$ cat config.mk
export PLATFORM = sky130hd
export DESIGN_NAME = nx_msg_encoder
export DESIGN_NICKNAME = d
export VERILOG_FILES = /design/src/rtl/nx_msg_encoder_pkg.sv /design/src/rtl/nx_msg_encoder_fifo.sv /design/src/rtl/nx_msg_encoder.sv
export SDC_FILE = /design/constraint.sdc
export NUM_CORES = 1
export LEC_CHECK = 0
export ABC_AREA = 1
export ABC_CLOCK_PERIOD_IN_PS = 1850
export CAP_MARGIN = 15
export CORE_ASPECT_RATIO = 2
export CORE_MARGIN = 2
export CORE_UTILIZATION = 44
export DETAILED_ROUTE_END_ITERATION = 12
export GPL_TIMING_DRIVEN = 0
export PLACE_DENSITY = 0.75
export RECOVER_POWER = 50
export SETUP_SLACK_MARGIN = 0.3
export SLEW_MARGIN = 40
export SYNTH_ARGS = -nofsm -noshare
export SYNTH_HDL_FRONTEND = slang
export SYNTH_HIERARCHICAL = 1
export SYNTH_SLANG_ARGS = --single-unit
$ cat constraint.sdc
create_clock -name clk_i -period 1.85 [get_ports clk_i]
set_input_delay 0.37 -clock clk_i [delete_from_list [all_inputs] [get_ports clk_i]]
set_output_delay 0.37 -clock clk_i [all_outputs]
set_load 0.01 [all_outputs]
$ cat src/rtl/nx_msg_encoder_pkg.sv
// Shared mesh message definitions: command codes, field positions and payload helpers.
// Kept identical on the decoder side so encode and decode agree bit-for-bit.
package nx_msg_encoder_pkg;

  typedef enum logic [1:0] {
    CMD_LOAD_INSTR = 2'd0,
    CMD_MAP_OUTPUT = 2'd1,
    CMD_SIG_STATE  = 2'd2,
    CMD_RESERVED   = 2'd3
  } nx_cmd_e;

  localparam int MSG_WIDTH       = 32;
  localparam int MSG_ROW_W       = 4;
  localparam int MSG_COL_W       = 4;
  localparam int MSG_CMD_W       = 2;
  localparam int MSG_PAYLOAD_W   = 22;
  localparam int MSG_ROW_LSB     = 28;
  localparam int MSG_COL_LSB     = 24;
  localparam int MSG_CMD_LSB     = 22;
  localparam int MSG_PAYLOAD_LSB = 0;
  localparam int LOAD_INSTR_W    = 15;
  localparam int LOAD_CORE_BIT   = 15;

  function automatic logic [MSG_WIDTH-1:0] pack_msg(
    input logic [MSG_ROW_W-1:0]     row,
    input logic [MSG_COL_W-1:0]     col,
    input logic [MSG_CMD_W-1:0]     cmd,
    input logic [MSG_PAYLOAD_W-1:0] payload
  );
    logic [MSG_WIDTH-1:0] msg;
    msg = '0;
    msg[MSG_ROW_LSB +: MSG_ROW_W]         = row;
    msg[MSG_COL_LSB +: MSG_COL_W]         = col;
    msg[MSG_CMD_LSB +: MSG_CMD_W]         = cmd;
    msg[MSG_PAYLOAD_LSB +: MSG_PAYLOAD_W] = payload;
    return msg;
  endfunction

  // Upper payload bits above the core flag are always zero for instruction loads.
  function automatic logic [MSG_PAYLOAD_W-1:0] load_payload(
    input logic                    core,
    input logic [LOAD_INSTR_W-1:0] instr
  );
    logic [MSG_PAYLOAD_W-1:0] p;
    p = '0;
    p[LOAD_CORE_BIT]       = core;
    p[LOAD_INSTR_W-1:0]    = instr;
    return p;
  endfunction

endpackage

$ cat src/rtl/nx_msg_encoder_fifo.sv
// Two-entry registered FIFO for outbound mesh messages.
// Full/empty are registered so upstream ready never depends on the same-cycle pop.
module nx_msg_encoder_fifo #(
  parameter int WIDTH = 32
) (
  input  logic             clk_i,
  input  logic             rst_i,
  input  logic             push_i,
  input  logic [WIDTH-1:0] push_data_i,
  input  logic             pop_i,
  output logic             full_o,
  output logic             empty_o,
  output logic [WIDTH-1:0] head_o
);

  logic [WIDTH-1:0] mem_q [2];
  logic             wr_ptr_q;
  logic             rd_ptr_q;
  logic [1:0]       cnt_q;
  logic [1:0]       cnt_next;
  logic             full_q;
  logic             empty_q;
  logic             do_push;
  logic             do_pop;

  assign do_push = push_i && !full_q;
  assign do_pop  = pop_i && !empty_q;

  always_comb begin
    cnt_next = cnt_q;
    if (do_push && !do_pop) begin
      cnt_next = cnt_q + 2'd1;
    end else if (do_pop && !do_push) begin
      cnt_next = cnt_q - 2'd1;
    end
  end

  always_ff @(posedge clk_i or negedge rst_i) begin
    if (!rst_i) begin
      for (int i = 0; i < 2; i++) begin
        mem_q[i] <= '0;
      end
      wr_ptr_q <= 1'b0;
      rd_ptr_q <= 1'b0;
      cnt_q    <= 2'd0;
      full_q   <= 1'b0;
      empty_q  <= 1'b1;
    end else begin
      if (do_push) begin
        mem_q[wr_ptr_q] <= push_data_i;
        wr_ptr_q        <= ~wr_ptr_q;
      end
      if (do_pop) begin
        rd_ptr_q <= ~rd_ptr_q;
      end
      cnt_q   <= cnt_next;
      full_q  <= (cnt_next == 2'd2);
      empty_q <= (cnt_next == 2'd0);
    end
  end

  assign full_o  = full_q;
  assign empty_o = empty_q;
  assign head_o  = mem_q[rd_ptr_q];

endmodule

$ cat src/rtl/nx_msg_encoder.sv
// Host-side mesh message encoder: single commands and instruction-load bursts
// are formatted into mesh messages and buffered toward the entry node.
//
// state   | meaning
// --------+----------------------------------------------------------
// ST_IDLE | accepting single requests; a nonzero load start opens a burst
// ST_LOAD | burst in progress; instructions accepted until count reached
module nx_msg_encoder
  import nx_msg_encoder_pkg::*;
#(
  parameter int STREAM_WIDTH   = 32,
  parameter int ADDR_ROW_WIDTH = 4,
  parameter int ADDR_COL_WIDTH = 4,
  parameter int COMMAND_WIDTH  = 2,
  parameter int INSTR_WIDTH    = 15,
  parameter int MAX_INSTRS     = 512,
  parameter int PAYLOAD_WIDTH  = STREAM_WIDTH - ADDR_ROW_WIDTH - ADDR_COL_WIDTH - COMMAND_WIDTH
) (
  input  logic                          clk_i,
  input  logic                          rst_i,
  input  logic [ADDR_ROW_WIDTH-1:0]     req_row_i,
  input  logic [ADDR_COL_WIDTH-1:0]     req_col_i,
  input  logic [COMMAND_WIDTH-1:0]      req_cmd_i,
  input  logic [PAYLOAD_WIDTH-1:0]      req_payload_i,
  input  logic                          req_valid_i,
  output logic                          req_ready_o,
  input  logic [ADDR_ROW_WIDTH-1:0]     load_row_i,
  input  logic [ADDR_COL_WIDTH-1:0]     load_col_i,
  input  logic                          load_core_i,
  input  logic [$clog2(MAX_INSTRS):0]   load_count_i,
  input  logic                          load_start_i,
  output logic                          load_busy_o,
  input  logic [INSTR_WIDTH-1:0]        instr_data_i,
  input  logic                          instr_valid_i,
  output logic                          instr_ready_o,
  output logic [STREAM_WIDTH-1:0]       msg_data_o,
  output logic                          msg_valid_o,
  input  logic                          msg_ready_i,
  output logic                          idle_o
);

  localparam int CNT_W = $clog2(MAX_INSTRS) + 1;

  typedef enum logic {
    ST_IDLE = 1'b0,
    ST_LOAD = 1'b1
  } state_e;

  state_e                    state_q;
  logic [ADDR_ROW_WIDTH-1:0] row_q;
  logic [ADDR_COL_WIDTH-1:0] col_q;
  logic                      core_q;
  logic [CNT_W-1:0]          count_q;
  logic [CNT_W-1:0]          sent_q;

  logic                      load_go;
  logic                      req_fire;
  logic                      instr_fire;
  logic                      push;
  logic [STREAM_WIDTH-1:0]   push_data;
  logic                      fifo_full;
  logic                      fifo_empty;

  // A zero-length load start is treated as absent, so it neither opens a burst nor blocks requests.
  assign load_go       = load_start_i && (load_count_i != '0);
  assign req_ready_o   = (state_q == ST_IDLE) && !load_go && !fifo_full;
  assign instr_ready_o = (state_q == ST_LOAD) && !fifo_full;
  assign req_fire      = req_valid_i && req_ready_o;
  assign instr_fire    = instr_valid_i && instr_ready_o;
  assign push          = req_fire || instr_fire;

  always_comb begin
    push_data = pack_msg(req_row_i, req_col_i, req_cmd_i, req_payload_i);
    if (instr_fire) begin
      push_data = pack_msg(row_q, col_q, CMD_LOAD_INSTR, load_payload(core_q, instr_data_i));
    end
  end

  always_ff @(posedge clk_i or negedge rst_i) begin
    if (!rst_i) begin
      state_q <= ST_IDLE;
      row_q   <= '0;
      col_q   <= '0;
      core_q  <= 1'b0;
      count_q <= '0;
      sent_q  <= '0;
    end else begin
      case (state_q)
        ST_IDLE: begin
          if (load_go) begin
            state_q <= ST_LOAD;
            row_q   <= load_row_i;
            col_q   <= load_col_i;
            core_q  <= load_core_i;
            count_q <= load_count_i;
            sent_q  <= '0;
          end
        end
        ST_LOAD: begin
          if (instr_fire) begin
            if (sent_q == count_q - 1'b1) begin
              state_q <= ST_IDLE;
            end else begin
              sent_q <= sent_q + 1'b1;
            end
          end
        end
        default: state_q <= ST_IDLE;
      endcase
    end
  end

  nx_msg_encoder_fifo #(
    .WIDTH(STREAM_WIDTH)
  ) u_out_fifo (
    .clk_i      (clk_i),
    .rst_i      (rst_i),
    .push_i     (push),
    .push_data_i(push_data),
    .pop_i      (msg_valid_o && msg_ready_i),
    .full_o     (fifo_full),
    .empty_o    (fifo_empty),
    .head_o     (msg_data_o)
  );

  assign msg_valid_o = !fifo_empty;
  assign load_busy_o = (state_q == ST_LOAD);
  assign idle_o      = (state_q == ST_IDLE) && fifo_empty && !req_valid_i;

endmodule

==> reports/results.tsv, run 1 <==
stage	metric	value	unit
run_status	outcome	complete, but fails checks	
run_status	violations	setup timing	
final_layout	num-nets-final	947	
timing	fmax	478	MHz
pwr	seqPwrFrac	0.284	
global_routing	grt_pass1_vias	5630	
synthesis	synth-simple-area-share	0.272	
clocking	clk_latency	350	ps
clocking	cts-root-buf	clkbuf_16	
clocking	numCtsBuffers	9	
setup_path	endpoint_kind	flop	
pwr	power	14.6	mW
global_routing	gr-usage-met2	0.510	
synthesis	synth_async_sr_flop_share	1.00	
global_routing	antenna_found_initial	0	
detailed_routing	dr.pass1.iters	5	
place	io_buffers	108	
setup_path	critPathMaxFanout	3	
detailed_routing	drtAntennaViolNets	0	
synthesis	synth_top_family_by_area	simple AND/OR/NAND/NOR gates	
synthesis	mappedNetlistArea	0.00536	mm^2
timing	setup_slack	-244	ps
detailed_routing	wl_per_cell	20.6	um
timing	drv_slew	0	
pwr	combPwrFrac	0.571	
clocking	path_clk_slew	70	ps
global_routing	gr-usage-all-layers	0.265	
setup_path	path_buf_inv	6	
pwr	intPower	8.33	mW
global_routing	use_met3	0.0390	
synthesis	yosysSeqAreaShare	0.467	
setup_path	critPathKind	flop to flop	
pwr	swShare	0.431	
synthesis	synthDistinctLibCells	32	
synthesis	synth-xor-area-share	0.0245	
final_layout	design_area	0.00895	mm^2
setup_path	endpoint	u_out_fifo/full_o	
setup_path	rr_startpoint	load_busy_o	
pwr	p_clk_frac	0.145	
place	gp_congestion	0.872	
final_layout	diodes	0	
die	rows	57	
die	die_h	160	um
clocking	h-tree-depth	3	
synthesis	synth.top_cells.by_area	dfrtp_1, nand2_1, inv_1	
setup_path	cp_slowest_cell	dfrtp_1	
final_layout	drive_above_1_share	0.456	
pwr	p_sw	6.30	mW
timing	finalSetupViolCount	107	
setup_path	timing.rr.end	u_out_fifo/full_o	
synthesis	synth_edf_count	0	
timing	rsz0062_at_grt	true	
global_routing	grtUsageMet1	0.244	
min_path	hold_class	primary input to flop	
pwr	peakVddDrop	1.21	mV
setup_path	crit_family	simple AND/OR/NAND/NOR gates	
synthesis	yosysWarnings	6	
setup_path	crit_chain	buf_6 > inv_4 > buf_6 > nand2_4 > nor2_4 > nand2_2 > nand2_4 > buf_6 > inv_4 > nor2_4 > buf_6 > nand3_4 > nand3_1 > nand2_1 > nor2_2	
synthesis	yosysMostFrequentCell	nand2_1	
detailed_routing	via_count	5656	
synthesis	synth_top_area_share	0.462	
die	fp.coreArea	0.0121	mm^2
final_layout	nFillCells	724	
die	initial_core_util	0.445	
final_layout	final_cells	1025	
synthesis	yosys-top-cells-count	nand2_1, dfrtp_1, inv_1	
global_routing	grt-ovfl-total	0	
final_layout	area_delta_synth_final	66.9	%
synthesis	syn_nets	772	
die	die_x	82.0	um
clocking	tritoncts	yes	
setup_path	worstSetupStartpoint	load_busy_o	
detailed_routing	drt_iter0_markers	374	
clocking	max-clock-path-buffers	2	
synthesis	synthMuxAreaShare	0.0315	
pwr	leakage	4.47	nW
timing	fin_crit	2090	ps
setup_path	critPathArrivalTime	2360	ps
place	hpwl	10500	um
setup_path	crit_required	2110	ps
synthesis	synth_area_per_cell	7.68	um^2
setup_path	r2r_setup_slack	-240	ps
run	cap_violations	0	
timing	fin_setup_tns	-11370	ps
pwr	p_per_area	1630	mW/mm^2
timing	slew_headroom	0.398	
synthesis	synth-seq-cells	100	
die	dieArea	0.0131	mm^2
place	dpl.cell_count	954	
setup_path	crit_cells	15	
place	place_area	0.00677	mm^2
die	io_pins	109	
setup_path	cp_common_cell	buf_6	
setup_path	startpoint_type	flop	
synthesis	synth_top_area_cell	dfrtp_1	
synthesis	syn_inst	698	
detailed_routing	drt-total-wl	21100	um
timing	worst_pin_slew	903	ps
detailed_routing	drc_errors	0	
clocking	clock-sinks	100	
global_routing	grt_pass1_wl	26500	um
timing	finClkSkew	12.8	ps
global_routing	grt_max_degree	68	
timing	timing.final.crit_share	1.13	
setup_path	r2r_cells	15	
detailed_routing	drt-vias-per-instance	5.52	
timing	hold_viol	0	
setup_path	slowest_delay	390	ps
synthesis	synth-compound-area-share	0.105	
synthesis	synth_adder_area_share	0.00467	
synthesis	ys.flop_type	dfrtp_1	
global_routing	top_usage_layer	met2	
[flip-flops by register name, summed over array words and instances, names as in the netlist]
signal               count
u_out_fifo/rd_ptr_q      1
u_out_fifo/cnt_q         2
u_out_fifo/full_o        1
col_q                    4
u_out_fifo/mem_q        64
load_busy_o              1
u_out_fifo/wr_ptr_q      1
core_q                   1
u_out_fifo/empty_o       1
count_q                 10
sent_q                  10
row_q                    4
[layer usage]
metal | vias up | wire length, um
met4 | 0 | 1790
met1 | 2721 | 6620
met2 | 282 | 11600
met5 | - | 0
met3 | 123 | 1070
li1 | 2530 | -
[logic make-up (layout without fill, tap and decap cells)]
family                     after synthesis  after routing
xor gates and xnor gates                15             15
and+or+nand+nor                        354            356
muxes                                   15             15
AOI/OAI and AO/OA                       95             95
buffers and inverters                  117            295
adders and majority gates                2              2
DFF                                    100            100
[power by group through the flow]
| stage | combinational, mW | clock (mW) | sequential, mW |
|---|---|---|---|
| 5_1_grt | 8.78 | 2.22 | 4.21 |
| 6_report | 8.35 | 2.12 | 4.16 |
| 4_1_cts | 6.22 | 2.10 | 3.68 |
| 3_3_place_gp | 4.69 | 0 | 3.59 |
| 3_5_place_dp | 4.77 | 0 | 3.62 |
| 2_1_floorplan | 2.97 | 0 | 3.49 |
[layout make-up]
| type | count | area [um^2] | area share |
|---|---|---|---|
| clock buffers | 10 | 239 | 0.0267 |
| repair buffers | 162 | 1720 | 0.193 |
| well taps | 147 | 184 | 0.0206 |
| clock inverters | 6 | 93.8 | 0.0105 |
| multi-input cells | 483 | 3360 | 0.376 |
| inverters | 83 | 329 | 0.0368 |
| plain buffers | 34 | 510 | 0.0571 |
| flip-flops and latches | 100 | 2500 | 0.280 |
[how the worst min path moves through the flow]
stage	start	endpoint	slack (ps)	cells after the start
after global placement	u_out_fifo/mem_q[48]	u_out_fifo/mem_q[48]	460	2
after global routing	load_count_i[1]	count_q[1]	260	3
after floorplan	rst_i	col_q[0]	70	0
final	load_count_i[1]	count_q[1]	250	3
after detailed placement	rst_i	count_q[9]	250	1
after CTS	load_count_i[8]	count_q[8]	240	3
[worst register-to-register path: stages, from the launching register on]
cell	delay [ps]
dfrtp_1	390
buf_6	130
inv_4	60
buf_6	110
nand2_4	70
nor2_4	160
nand2_2	80
nand2_4	90
buf_6	110
inv_4	30
nor2_4	230
buf_6	150
nand3_4	80
nand3_1	130
nand2_1	70
nor2_2	130
[cells in the final DEF (no fill, tap or decap), types with 4 or more instances in the layout]
master / instances
xnor2_1: 5
nor2_4: 4
buf_4: 17
o21ai_0: 28
inv_2: 6
nand2_4: 78
dfrtp_1: 98
clkbuf_16: 22
nand3_4: 4
inv_1: 74
nor2_1: 21
buf_12: 8
mux2_2: 15
nand2_1: 125
xor2_1: 10
nand2_2: 77
nand4_1: 13
buf_8: 13
buf_2: 20
o21ai_2: 48
clkdlybuf4s50_1: 60
o21ai_1: 16
buf_6: 49
nand3_1: 14
nor2_2: 8
[through the flow]
| stage | hold WS (ps) | utilization | setup slack [ps] |
|---|---|---|---|
| finish | 245 | 0.742 | -244 |
| global route | 260 | 0.742 | -276 |
| CTS | 241 | 0.662 | -46.2 |
| detailed placement | 252 | 0.562 | -1000 |
| global placement | 464 | 0.559 | -3350 |
| floorplan | 74.4 | - | -127 |
[what timing repair did]
item	4_1_cts	5_1_grt
gates resized for setup	342	247
endpoints found under the hold margin	32	0
cloned	9	6
hold buffers	1	0
setup endpoints to repair	136	114
setup buffers	32	7
pin swaps	29	44
Power figures use the tool's default switching activity.
==> inputs of run 2 (changes only) <==
--- a/config.mk
+++ b/config.mk
@@ -11,6 +11,7 @@
 export CORE_ASPECT_RATIO = 2
 export CORE_MARGIN = 2
 export CORE_UTILIZATION = 44
+export CTS_BUF_LIST = sky130_fd_sc_hd__clkbuf_4 sky130_fd_sc_hd__clkbuf_8
 export DETAILED_ROUTE_END_ITERATION = 12
 export GPL_TIMING_DRIVEN = 0
 export PLACE_DENSITY = 0.75
==> reports/results.tsv, run 2 (synthesized netlist as in run 1, its figures left out) <==
stage	metric	value	unit
run_status	outcome	complete, but fails checks	
timing	finalSetupViolCount	81	
final_layout	final_cell_mix	nand2_1, dfrtp_1, nand2_2, inv_1, clkdlybuf4s50_1	
timing	setup_slack	-176	ps
place	gp_congestion	0.872	
setup_path	critPathArrivalTime	2310	ps
die	initial_core_util	0.445	
final_layout	fin_util	0.707	
global_routing	grt_pass1_vias	5367	
clocking	max-clock-path-buffers	2	
setup_path	rr_startpoint	load_busy_o	
die	fp.coreArea	0.0121	mm^2
final_layout	diodes	0	
final_layout	design_area	0.00852	mm^2
final_layout	reg_top3	u_out_fifo/mem_q x64, count_q x10, sent_q x10	
place	hpwl	10500	um
global_routing	gr-usage-all-layers	0.259	
place	place_ws	-1000	ps
setup_path	path_buf_inv	5	
die	io_pins	109	
detailed_routing	drt_iter0_markers	445	
setup_path	critPathMaxFanout	10	
clocking	cts-root-buf	clkbuf_8	
global_routing	grt_pass1_wl	25600	um
setup_path	endpoint_kind	flop	
detailed_routing	drt-vias-per-instance	5.46	
run	cap_violations	0	
final_layout	area_delta_synth_final	58.9	%
global_routing	grt_max_degree	68	
setup_path	cp_common_cell	nand2_4	
detailed_routing	dr.pass1.iters	5	
timing	fin_crit	2030	ps
die	die_h	160	um
final_layout	largest_register_ffs	64	
die	dieArea	0.0131	mm^2
pwr	leakage	4.28	nW
global_routing	antenna_found_initial	0	
final_layout	drive_above_1_share	0.415	
setup_path	worstSetupStartpoint	load_busy_o	
timing	finClkSkew	16.6	ps
detailed_routing	wl_per_cell	18.9	um
clocking	tritoncts	yes	
final_layout	final_common_cell	nand2_1	
detailed_routing	via_count	5604	
clocking	path_clk_slew	110	ps
run_status	violations	setup timing	
setup_path	crit_chain	buf_6 > inv_4 > buf_6 > nand2_4 > nor2_4 > nand2_2 > nand2_4 > inv_2 > nor2_4 > nand2_4 > clkbuf_8 > o21ai_1	
place	place_area	0.00677	mm^2
setup_path	slowest_delay	390	ps
timing	rsz0062_at_grt	true	
die	die_x	82.0	um
timing	fmax	494	MHz
timing	timing.final.crit_share	1.10	
final_layout	num-nets-final	948	
timing	drv_slew	0	
min_path	min_from	load_count_i[9]	
die	rows	57	
final_layout	largest_register	u_out_fifo/mem_q	
clocking	clk_latency	390	ps
detailed_routing	drtAntennaViolNets	0	
setup_path	crit_required	2130	ps
pwr	p_per_area	1570	mW/mm^2
detailed_routing	drc_errors	0	
timing	hold_viol	0	
final_layout	final_cells	1026	
timing	worst_pin_slew	890	ps
detailed_routing	drt-total-wl	19400	um
min_path	hold_class	primary input to flop	
clocking	clock-sinks	100	
setup_path	cp_slowest_cell	dfrtp_1	
timing	fin_setup_tns	-3850	ps
setup_path	startpoint_type	flop	
global_routing	grt-ovfl-total	0	
clocking	h-tree-depth	3	
timing	slew_headroom	0.407	
place	dpl.cell_count	954	
setup_path	crit_family	simple AND/OR/NAND/NOR gates	
place	io_buffers	108	
pwr	peakVddDrop	0.965	mV
clocking	numCtsBuffers	9	
setup_path	critPathKind	flop to flop	
run 2: cell types whose count changed in the layout (fill, tap and decap cells not counted), sizes merged:
cell	delta
clkbuf	+7
buf	-6
run 2: stage by stage:
| stage | hold WS [ps] | power (mW) |
|---|---|---|
| 5_1_grt | 253 | 14.0 |
| 3_3_place_gp | 464 | 8.27 |
| 2_1_floorplan | 74.4 | 6.46 |
| 6_report | 248 | 13.4 |
| 4_1_cts | 226 | 11.4 |
| 3_5_place_dp | 252 | 8.39 |
run 2: timing repair:
item                                   4_1_cts  5_1_grt
gates resized for setup                    334      168
setup buffers                               28       10
pin swaps                                   24       49
setup endpoints to repair                  136      128
hold buffers                                 1        0
endpoints found under the hold margin       32        0
cloned                                      11        6
run 2: where the power goes:
part,switching [mW],internal [mW],leakage (nW)
Sequential,0.897,3.04,1.25
Clock,0.828,0.811,0.113
Combinational,3.95,3.84,2.92
Total,5.67,7.69,4.28
run 2: area by class of cell:
type	count	area (um^2)
fill	828	3530
multi-input combinational	483	3060
sequential	100	2500
timing repair buffer	163	1710
buffer	34	503
inverter	83	327
tap	147	184
clock buffer	10	138
clock inverter	6	93.8
run 2: routing by layer:
layer / vias up / GRT usage / wire, um
met2: 273 / 0.498 / 11100
met1: 2689 / 0.247 / 5980
met3: 104 / 0.0429 / 972
met5: - / 0 / 0
li1: 2538 / - / -
met4: 0 / 0.129 / 1310
run 2: final timing paths:
check / cells past startpoint / slack [ps] / endpoint
hold / removal: 3 / 250 / count_q[9]
hold reg to reg: 2 / 510 / u_out_fifo/mem_q[10]
min in group asynchronous: 2 / 630 / count_q[7]
max in group asynchronous: 3 / 240 / u_out_fifo/mem_q[24]
setup reg to reg: 12 / -180 / u_out_fifo/mem_q[12]
setup / recovery: 12 / -180 / u_out_fifo/mem_q[12]
run 2: tightest hold or removal path, cell delays in order:
cell	delay, ps
clkbuf_2	110
nand2_1	70
nand2_1	50
